==> config.mk <==
export PLATFORM = sky130hd
export DESIGN_NAME = datapath_ctrl
export DESIGN_NICKNAME = d
export VERILOG_FILES = /design/src/rtl/datapath_ctrl.sv
export SDC_FILE = /design/constraint.sdc
export NUM_CORES = 1
export LEC_CHECK = 0
export ABC_AREA = 1
export CELL_PAD_IN_SITES_DETAIL_PLACEMENT = 1
export CELL_PAD_IN_SITES_GLOBAL_PLACEMENT = 1
export CORE_UTILIZATION = 25
export DETAILED_ROUTE_END_ITERATION = 8
export MAX_ROUTING_LAYER = met4
export PLACE_DENSITY = 0.77
export SYNTH_ARGS = -nofsm -noshare
export SYNTH_HDL_FRONTEND = slang
export SYNTH_SLANG_ARGS = --single-unit
export TNS_END_PERCENT = 100
==> constraint.sdc <==
create_clock -name clk -period 1.15 [get_ports clk]
set_input_delay 0.23 -clock clk [delete_from_list [all_inputs] [get_ports clk]]
set_output_delay 0.23 -clock clk [all_outputs]
set_load 0.01 [all_outputs]
==> src/rtl/datapath_ctrl.sv <==
// -----------------------------------------------------------------------------
// datapath_ctrl
//
// Sequencing FSM that sits directly upstream of the lab datapath (register
// file, shifter, ALU, A/B/C/status registers). It accepts one command per
// start pulse and drives every datapath control input cycle by cycle. done
// pulses for one cycle when the command completes.
//
// Commands (cmd):
//   00 MOVI : R[rd] = imm
//   01 MOVR : R[rd] = shift(R[rm], sh)
//   10 ALU  : R[rd] = R[rn] <alu_op> shift(R[rm], sh)
//   11 CMP  : status <= R[rn] - shift(R[rm], sh)
//
// Ports:
//   clk          rising-edge clock
//   reset        synchronous, active-high; returns the FSM to WAIT
//   start        command request, sampled only in WAIT
//   cmd          command code (see above)
//   alu_op       ALU operation for cmd=ALU (00 add, 01 sub, 10 and, 11 not-B)
//   rn, rm, rd   first operand / shifted operand / destination registers
//   sh           shift code applied to the B operand
//   imm          immediate for MOVI
//   busy         high in every state except WAIT
//   done         one-cycle completion pulse
//   datapath_in  immediate driven into the datapath write-back mux
//   vsel         1 = write datapath_in, 0 = write C
//   writenum     register-file write address
//   readnum      register-file read address
//   write        register-file write enable
//   loada/loadb/loadc/loads  A, B, C and status register enables
//   asel, bsel   operand source selects (asel=1 zeroes the A operand)
//   shift        shifter control
//   ALUop        ALU control
//
// Optional build macro:
//   DATAPATH_CTRL_STATUS_ON_ALU_EN - when defined, EXEC of an ALU command also
//   asserts loads together with loadc so the status flag tracks every ALU
//   result. When undefined only CMP updates status.
//
// All outputs are decodes of registered state (FSM state plus the command
// fields latched on acceptance); no input reaches an output combinationally.
// -----------------------------------------------------------------------------
module datapath_ctrl #(
    parameter int DATA_W = 16,
    parameter int REG_W  = 3
) (
    input  logic              clk,
    input  logic              reset,
    input  logic              start,
    input  logic [1:0]        cmd,
    input  logic [1:0]        alu_op,
    input  logic [REG_W-1:0]  rn,
    input  logic [REG_W-1:0]  rm,
    input  logic [REG_W-1:0]  rd,
    input  logic [1:0]        sh,
    input  logic [DATA_W-1:0] imm,
    output logic              busy,
    output logic              done,
    output logic [DATA_W-1:0] datapath_in,
    output logic              vsel,
    output logic [REG_W-1:0]  writenum,
    output logic [REG_W-1:0]  readnum,
    output logic              write,
    output logic              loada,
    output logic              loadb,
    output logic              loadc,
    output logic              loads,
    output logic              asel,
    output logic              bsel,
    output logic [1:0]        shift,
    output logic [1:0]        ALUop
);

    localparam logic [1:0] CMD_MOVI = 2'b00;
    localparam logic [1:0] CMD_MOVR = 2'b01;
    localparam logic [1:0] CMD_ALU  = 2'b10;
    localparam logic [1:0] CMD_CMP  = 2'b11;

    localparam logic [1:0] ALU_ADD  = 2'b00;
    localparam logic [1:0] ALU_SUB  = 2'b01;

    typedef enum logic [2:0] {
        S_WAIT      = 3'd0,
        S_LOAD_A    = 3'd1,
        S_LOAD_B    = 3'd2,
        S_EXEC      = 3'd3,
        S_WRITE_IMM = 3'd4,
        S_WRITE_RES = 3'd5,
        S_DONE      = 3'd6
    } state_t;

    state_t state_q, state_d;

    // Latched command fields; only these copies drive outputs while busy.
    logic [1:0]        cmd_q,    cmd_d;
    logic [1:0]        alu_op_q, alu_op_d;
    logic [REG_W-1:0]  rn_q,     rn_d;
    logic [REG_W-1:0]  rm_q,     rm_d;
    logic [REG_W-1:0]  rd_q,     rd_d;
    logic [1:0]        sh_q,     sh_d;
    logic [DATA_W-1:0] imm_q,    imm_d;

    logic accept;

    // -------------------------------------------------------------------------
    // State and command-field registers
    // -------------------------------------------------------------------------
    always_ff @(posedge clk) begin
        if (reset) begin
            state_q  <= S_WAIT;
            cmd_q    <= '0;
            alu_op_q <= '0;
            rn_q     <= '0;
            rm_q     <= '0;
            rd_q     <= '0;
            sh_q     <= '0;
            imm_q    <= '0;
        end else begin
            state_q  <= state_d;
            cmd_q    <= cmd_d;
            alu_op_q <= alu_op_d;
            rn_q     <= rn_d;
            rm_q     <= rm_d;
            rd_q     <= rd_d;
            sh_q     <= sh_d;
            imm_q    <= imm_d;
        end
    end

    // -------------------------------------------------------------------------
    // Command capture: fields are taken only when a start is accepted in WAIT
    // -------------------------------------------------------------------------
    always_comb begin
        accept   = (state_q == S_WAIT) && start;
        cmd_d    = cmd_q;
        alu_op_d = alu_op_q;
        rn_d     = rn_q;
        rm_d     = rm_q;
        rd_d     = rd_q;
        sh_d     = sh_q;
        imm_d    = imm_q;
        if (accept) begin
            cmd_d    = cmd;
            alu_op_d = alu_op;
            rn_d     = rn;
            rm_d     = rm;
            rd_d     = rd;
            sh_d     = sh;
            imm_d    = imm;
        end
    end

    // -------------------------------------------------------------------------
    // Next-state logic
    // -------------------------------------------------------------------------
    always_comb begin
        state_d = state_q;
        unique case (state_q)
            S_WAIT: begin
                if (start) begin
                    unique case (cmd)
                        CMD_MOVI: state_d = S_WRITE_IMM;
                        CMD_MOVR: state_d = S_LOAD_B;
                        default:  state_d = S_LOAD_A;
                    endcase
                end
            end
            S_LOAD_A:    state_d = S_LOAD_B;
            S_LOAD_B:    state_d = S_EXEC;
            // CMP only updates status, so it skips the write-back state.
            S_EXEC:      state_d = (cmd_q == CMD_CMP) ? S_DONE : S_WRITE_RES;
            S_WRITE_IMM: state_d = S_DONE;
            S_WRITE_RES: state_d = S_DONE;
            S_DONE:      state_d = S_WAIT;
            default:     state_d = S_WAIT;
        endcase
    end

    // -------------------------------------------------------------------------
    // Output decode (Moore): everything defaults to 0, including addresses
    // -------------------------------------------------------------------------
    always_comb begin
        busy        = (state_q != S_WAIT);
        done        = 1'b0;
        datapath_in = '0;
        vsel        = 1'b0;
        writenum    = '0;
        readnum     = '0;
        write       = 1'b0;
        loada       = 1'b0;
        loadb       = 1'b0;
        loadc       = 1'b0;
        loads       = 1'b0;
        asel        = 1'b0;
        bsel        = 1'b0;
        shift       = '0;
        ALUop       = '0;

        unique case (state_q)
            S_WAIT: ;
            S_LOAD_A: begin
                readnum = rn_q;
                loada   = 1'b1;
            end
            S_LOAD_B: begin
                readnum = rm_q;
                loadb   = 1'b1;
            end
            S_EXEC: begin
                shift = sh_q;
                bsel  = 1'b0;
                // MOVR zeroes the A operand so the ALU passes the shifted B.
                asel  = (cmd_q == CMD_MOVR);
                unique case (cmd_q)
                    CMD_ALU: ALUop = alu_op_q;
                    CMD_CMP: ALUop = ALU_SUB;
                    default: ALUop = ALU_ADD;
                endcase
                if (cmd_q == CMD_CMP) begin
                    loads = 1'b1;
                end else begin
                    loadc = 1'b1;
`ifdef DATAPATH_CTRL_STATUS_ON_ALU_EN
                    loads = (cmd_q == CMD_ALU);
`else
                    loads = 1'b0;
`endif
                end
            end
            S_WRITE_IMM: begin
                vsel        = 1'b1;
                datapath_in = imm_q;
                writenum    = rd_q;
                write       = 1'b1;
            end
            S_WRITE_RES: begin
                vsel     = 1'b0;
                writenum = rd_q;
                write    = 1'b1;
            end
            S_DONE: begin
                done = 1'b1;
            end
            default: ;
        endcase
    end

endmodule

==> results <==
-- logic make-up after synthesis --
kind of cell	after synthesis	synth area share [%]
AND/OR/NAND/NOR	165	40.52
flip-flops	34	40.60
other	1	0.2237
AO/OA/AOI/OAI	11	3.881
buffers and inverters	54	14.78
-- flip-flops by register name, summed over array words and instances, names as in the netlist --
signal	count
rn_q	3
imm_q	16
rm_q	3
sh_q	2
state_q	3
alu_op_q	2
cmd_q	2
rd_q	3
-- Yosys cell counts --
library cell,number
o22ai_1,3
buf_6,4
a21oi_2,1
nor4_1,1
nor3_1,2
inv_2,4
a211oi_1,1
nor2_4,3
clkbuf_1,3
nor2_1,81
nand3b_1,1
nand2_1,68
nor2_2,3
a21oi_1,4
nand4_1,1
dfxtp_1,34
nand3_1,4
nand3_4,1
conb_1,1
buf_4,4
o21ai_0,2
inv_1,39
-- layer usage --
| metal | share of wire (%) | global-route usage, % |
|---|---|---|
| met2 | 55 | 35.92 |
| met4 | 1.8 | 4.075 |
| met3 | 3.4 | 4.352 |
| met5 | 0 | - |
| met1 | 39 | 21.36 |
-- worst max path at each step --
stage	endpoint	slack (ns)	depth (start not counted)
3_5_place_dp	ALUop[1]	-0.63	4
6_report	datapath_in[9]	-0.45	8
4_1_cts	datapath_in[9]	-0.45	8
3_3_place_gp	ALUop[1]	-0.61	4
2_1_floorplan	datapath_in[10]	-0.16	7
5_1_grt	datapath_in[9]	-0.49	8
-- what timing repair did --
| action | 4_1_cts | 5_1_grt |
|---|---|---|
| setup buffers | 18 | 12 |
| setup endpoints to repair | 69 | 69 |
| resized for setup | 219 | 126 |
| gates cloned | 6 | 1 |
| pin swaps | 4 | 18 |
-- power groups by stage --
stage / Sequential [uW] / Combinational, uW / Clock, uW
after detailed placement: 1460 / 1300 / 0
final: 1450 / 2270 / 934
after global placement: 1450 / 1260 / 0
after CTS: 1440 / 1870 / 961
after global routing: 1470 / 2450 / 1010
after floorplan: 1450 / 737 / 0
-- layout make-up --
class	count	area [um^2]	area share (%)
timing repair buffer	125	1231	35.09
tap	77	96.34	2.746
multi-input combinational	177	1206	34.38
inverter	43	178.9	5.100
clock inverter	1	5.005	0.1427
sequential	34	693.2	19.76
clock buffer	7	86.33	2.461
timing repair inverter	1	11.26	0.3210
-- through the flow --
| step | hold WS [ns] | worst slack [ns] | cells |
|---|---|---|---|
| 3_3_place_gp | 0.4975 | -0.6119 | 432 |
| 2_1_floorplan | 0.2991 | -0.1605 | 265 |
| 4_1_cts | 0.5121 | -0.4476 | 463 |
| 5_1_grt | 0.5187 | -0.4942 | 465 |
| 3_5_place_dp | 0.5027 | -0.6318 | 432 |
| 6_report | 0.4941 | -0.4464 | 465 |
-- worst register-to-register path: stages, from the launching register on --
cell and delay, ns:
dfxtp_4 0.36, buf_6 0.12, nor2_4 0.15, buf_6 0.13, buf_6 0.10, nand3_4 0.13, buf_12 0.18, buf_12 0.14
nand2_1 0.05, nand2_1 0.04, nor2_1 0.11
-- placed cells by master, fill, tap and decap left out, types with 2 or more instances in the layout --
cell type,count
nand3_4,3
inv_8,2
buf_12,6
nand2_2,31
nor2_4,18
inv_1,35
inv_4,2
clkbuf_8,6
buf_2,18
dfxtp_4,3
buf_8,2
dfxtp_1,30
o22ai_2,2
buf_4,30
inv_2,4
buf_6,34
a21oi_2,4
nor2_2,35
nor3_2,2
nor2_1,34
nand2_1,25
o21ai_0,2
nand2_4,12
clkdlybuf4s50_1,33
==> metrics list <==
* Fraction of power consumed by sequential logic: 31.2%
- Number of clock buffers inserted by TritonCTS: 5
* Largest driver fanout on the critical path: 8
* Clock skew after layout: 0.003513 ns
* Max-cap violations: 0
* Count of yosys warnings during synthesis: 0
- The worst setup path is launched from a register.
- Final Max Slew Viols: 0
- The H-tree generated during clock tree synthesis spans 2 levels.
- Switch share: about 37%
- Fmax: around 0.63 GHz
* Period utilization: 138.8%
- Sum of overflow across all layers after global routing: 0
- Boundary pin count: 70
- Largest area contributor in the synthesized netlist: dfxtp_1
- The cell area that synthesis handed to floorplanning was roughly 0.0017 mm^2.
* Final cell utilization of the core: between 50% and 60%
- The number of cells on the worst reg-to-reg path is 10.
- Most prevalent standard cell on the critical path: nor2_4
* Number of distinct library cells after synthesis: 22
- On the critical path the largest part of the delay comes from buffers and inverters.
* Horizontal die dimension: 83.89 um
- Critical Path Source: state_q[2]$_SDFFE_PP0P_
* Total vias in the final route: 2,052
- Summed area of non-filler cells in the final layout: 0.003508 mm^2
- Of the total power, combinational logic draws 48.8%.
- Setup violations remaining at the end of the flow were counted as between 60 and 70.
- CTS Root Buffer Type: clkbuf_8
- The checks that failed: design-rule violations, negative setup slack.
- In this run the static leakage power is 0.001623 uW.
- Destination of the worst register-to-register timing path: rn_q[2]$_SDFFE_PP0P_
- The worst hold path terminates at cmd_q[1]$_SDFFE_PP0P_.
- Data arrives at the worst endpoint at 1.37 ns.
* Vias per cell: 4.413
- The detail route stage leaves a number of antenna-violating nets equal to 0.
* Class of the most critical setup path: reg -> out
* Maximum number of pins on one net before global-route repair: 24
- In this run the most critical hold path is launched from cmd_q[1]$_SDFFE_PP0P_.
- The number of antenna diodes in the final layout is 0.
- Count of endpoints failing hold in the final timing report: 0
- Die area: between 0.007 and 0.008 mm^2
- After routing, the total negative slack on setup checks comes to -24.48 ns.
- The worst register-to-register path has a setup slack of -0.42 ns.
- Summing all placed instances gives a cell area of 0.002678 mm^2.
* Flip-flop and latch count after synthesis: 34
* RSZ-0062 raised after global routing: yes
- Insertion delay to the later sink of the worst-skew pair: 0.29 ns
- Dividing the detail-routed wire length by the instance count gives 14.70 um.
* RD Place Congestion: 0.7568
* Clock tree from TritonCTS: built
- Counting every net in the synthesized netlist gives between 200 and 300.
- In the post-synthesis netlist, the biggest area contributors are dfxtp_1 (41%), nor2_1 (18%), nand2_1 (15%).
- Number of DRC violations after detailed-routing iteration 0: 48
* Layout Area Growth over Synthesis: 109.3%
* Final net count: about 420
- Hold-critical path depth: 2
- Placeable core region: between 0.006 and 0.007 mm^2
* Post-Synthesis Cells: 265
- The worst hold path belongs to the class reg -> reg.
- For this run, design rule violations remaining after detail routing come to 9.
- Initial antenna violation count: 0
- CTS Buffer Depth: 2
- Sequential cell area fraction in the yosys report: 40.60%
* Detailed placement HPWL: 3637 um
* Power Dens Cells: around 1300 mW/mm^2
- The analysis attributes to net switching a power of 1709 uW.
* Pint: 2950 uW
- Clock transition time at the flip-flop clock pins of the worst setup and hold paths: 0.07 ns
- Counting I/O delays and the setup requirement, the final critical path takes roughly 1.6 ns.
- Least setup slack across all paths after layout: -0.4464 ns
* Initial cell density of the core: 26.11%
- Clock tree synthesis found a total of 34 sinks.
- The first global-routing pass estimated 10,560 um of wire.
* Count of hold-fix buffers inserted at cts: 0
- Buf/Inv on CP: 5
- At the worst endpoint, the required time is roughly 0.92 ns.
- Post-synthesis area per instance: 6.327 um^2
- The flow ran to the end, but the final reports show violations.
- GRT Util Overall: 19.49%
- Measured along the y axis, the die boundary spans 83.89 um.
- In this run the critical register-to-register path is launched from state_q[2]$_SDFFE_PP0P_.
- The number of global-route vias before repair was 2,185.
* Worst-path cell with the longest stage delay: dfxtp_4
- Fill cell total of the finished layout: around 770
- Clock power share: 20.1%
- STA classifies the critical path endpoint as an output pin.
* Sum of routed wire length over all layers: around 7000 um
- The post-route netlist has between 50% and 60% of its cells at a drive strength greater than 1.
- IR Drop Worst-Case VDD: 724.7 uV
* Maximum cell stage delay along the critical path: between 0.3 and 0.4 ns
* Row count: 29
- Worst-path cell chain: inv_6 > nor2_4 > inv_2 > nor2_4 > buf_6 > inv_8 > nor2_4 > buf_6
- The share of synthesized area in the top cell type comes to 40.60%.
- Buffers placed on the I/O ports in this run total 68.
- Total iterations of the first detailed-routing run: 6
* Total Power Consumption: 4659 uW
Note: power is estimated with default switching activity, not from simulation.
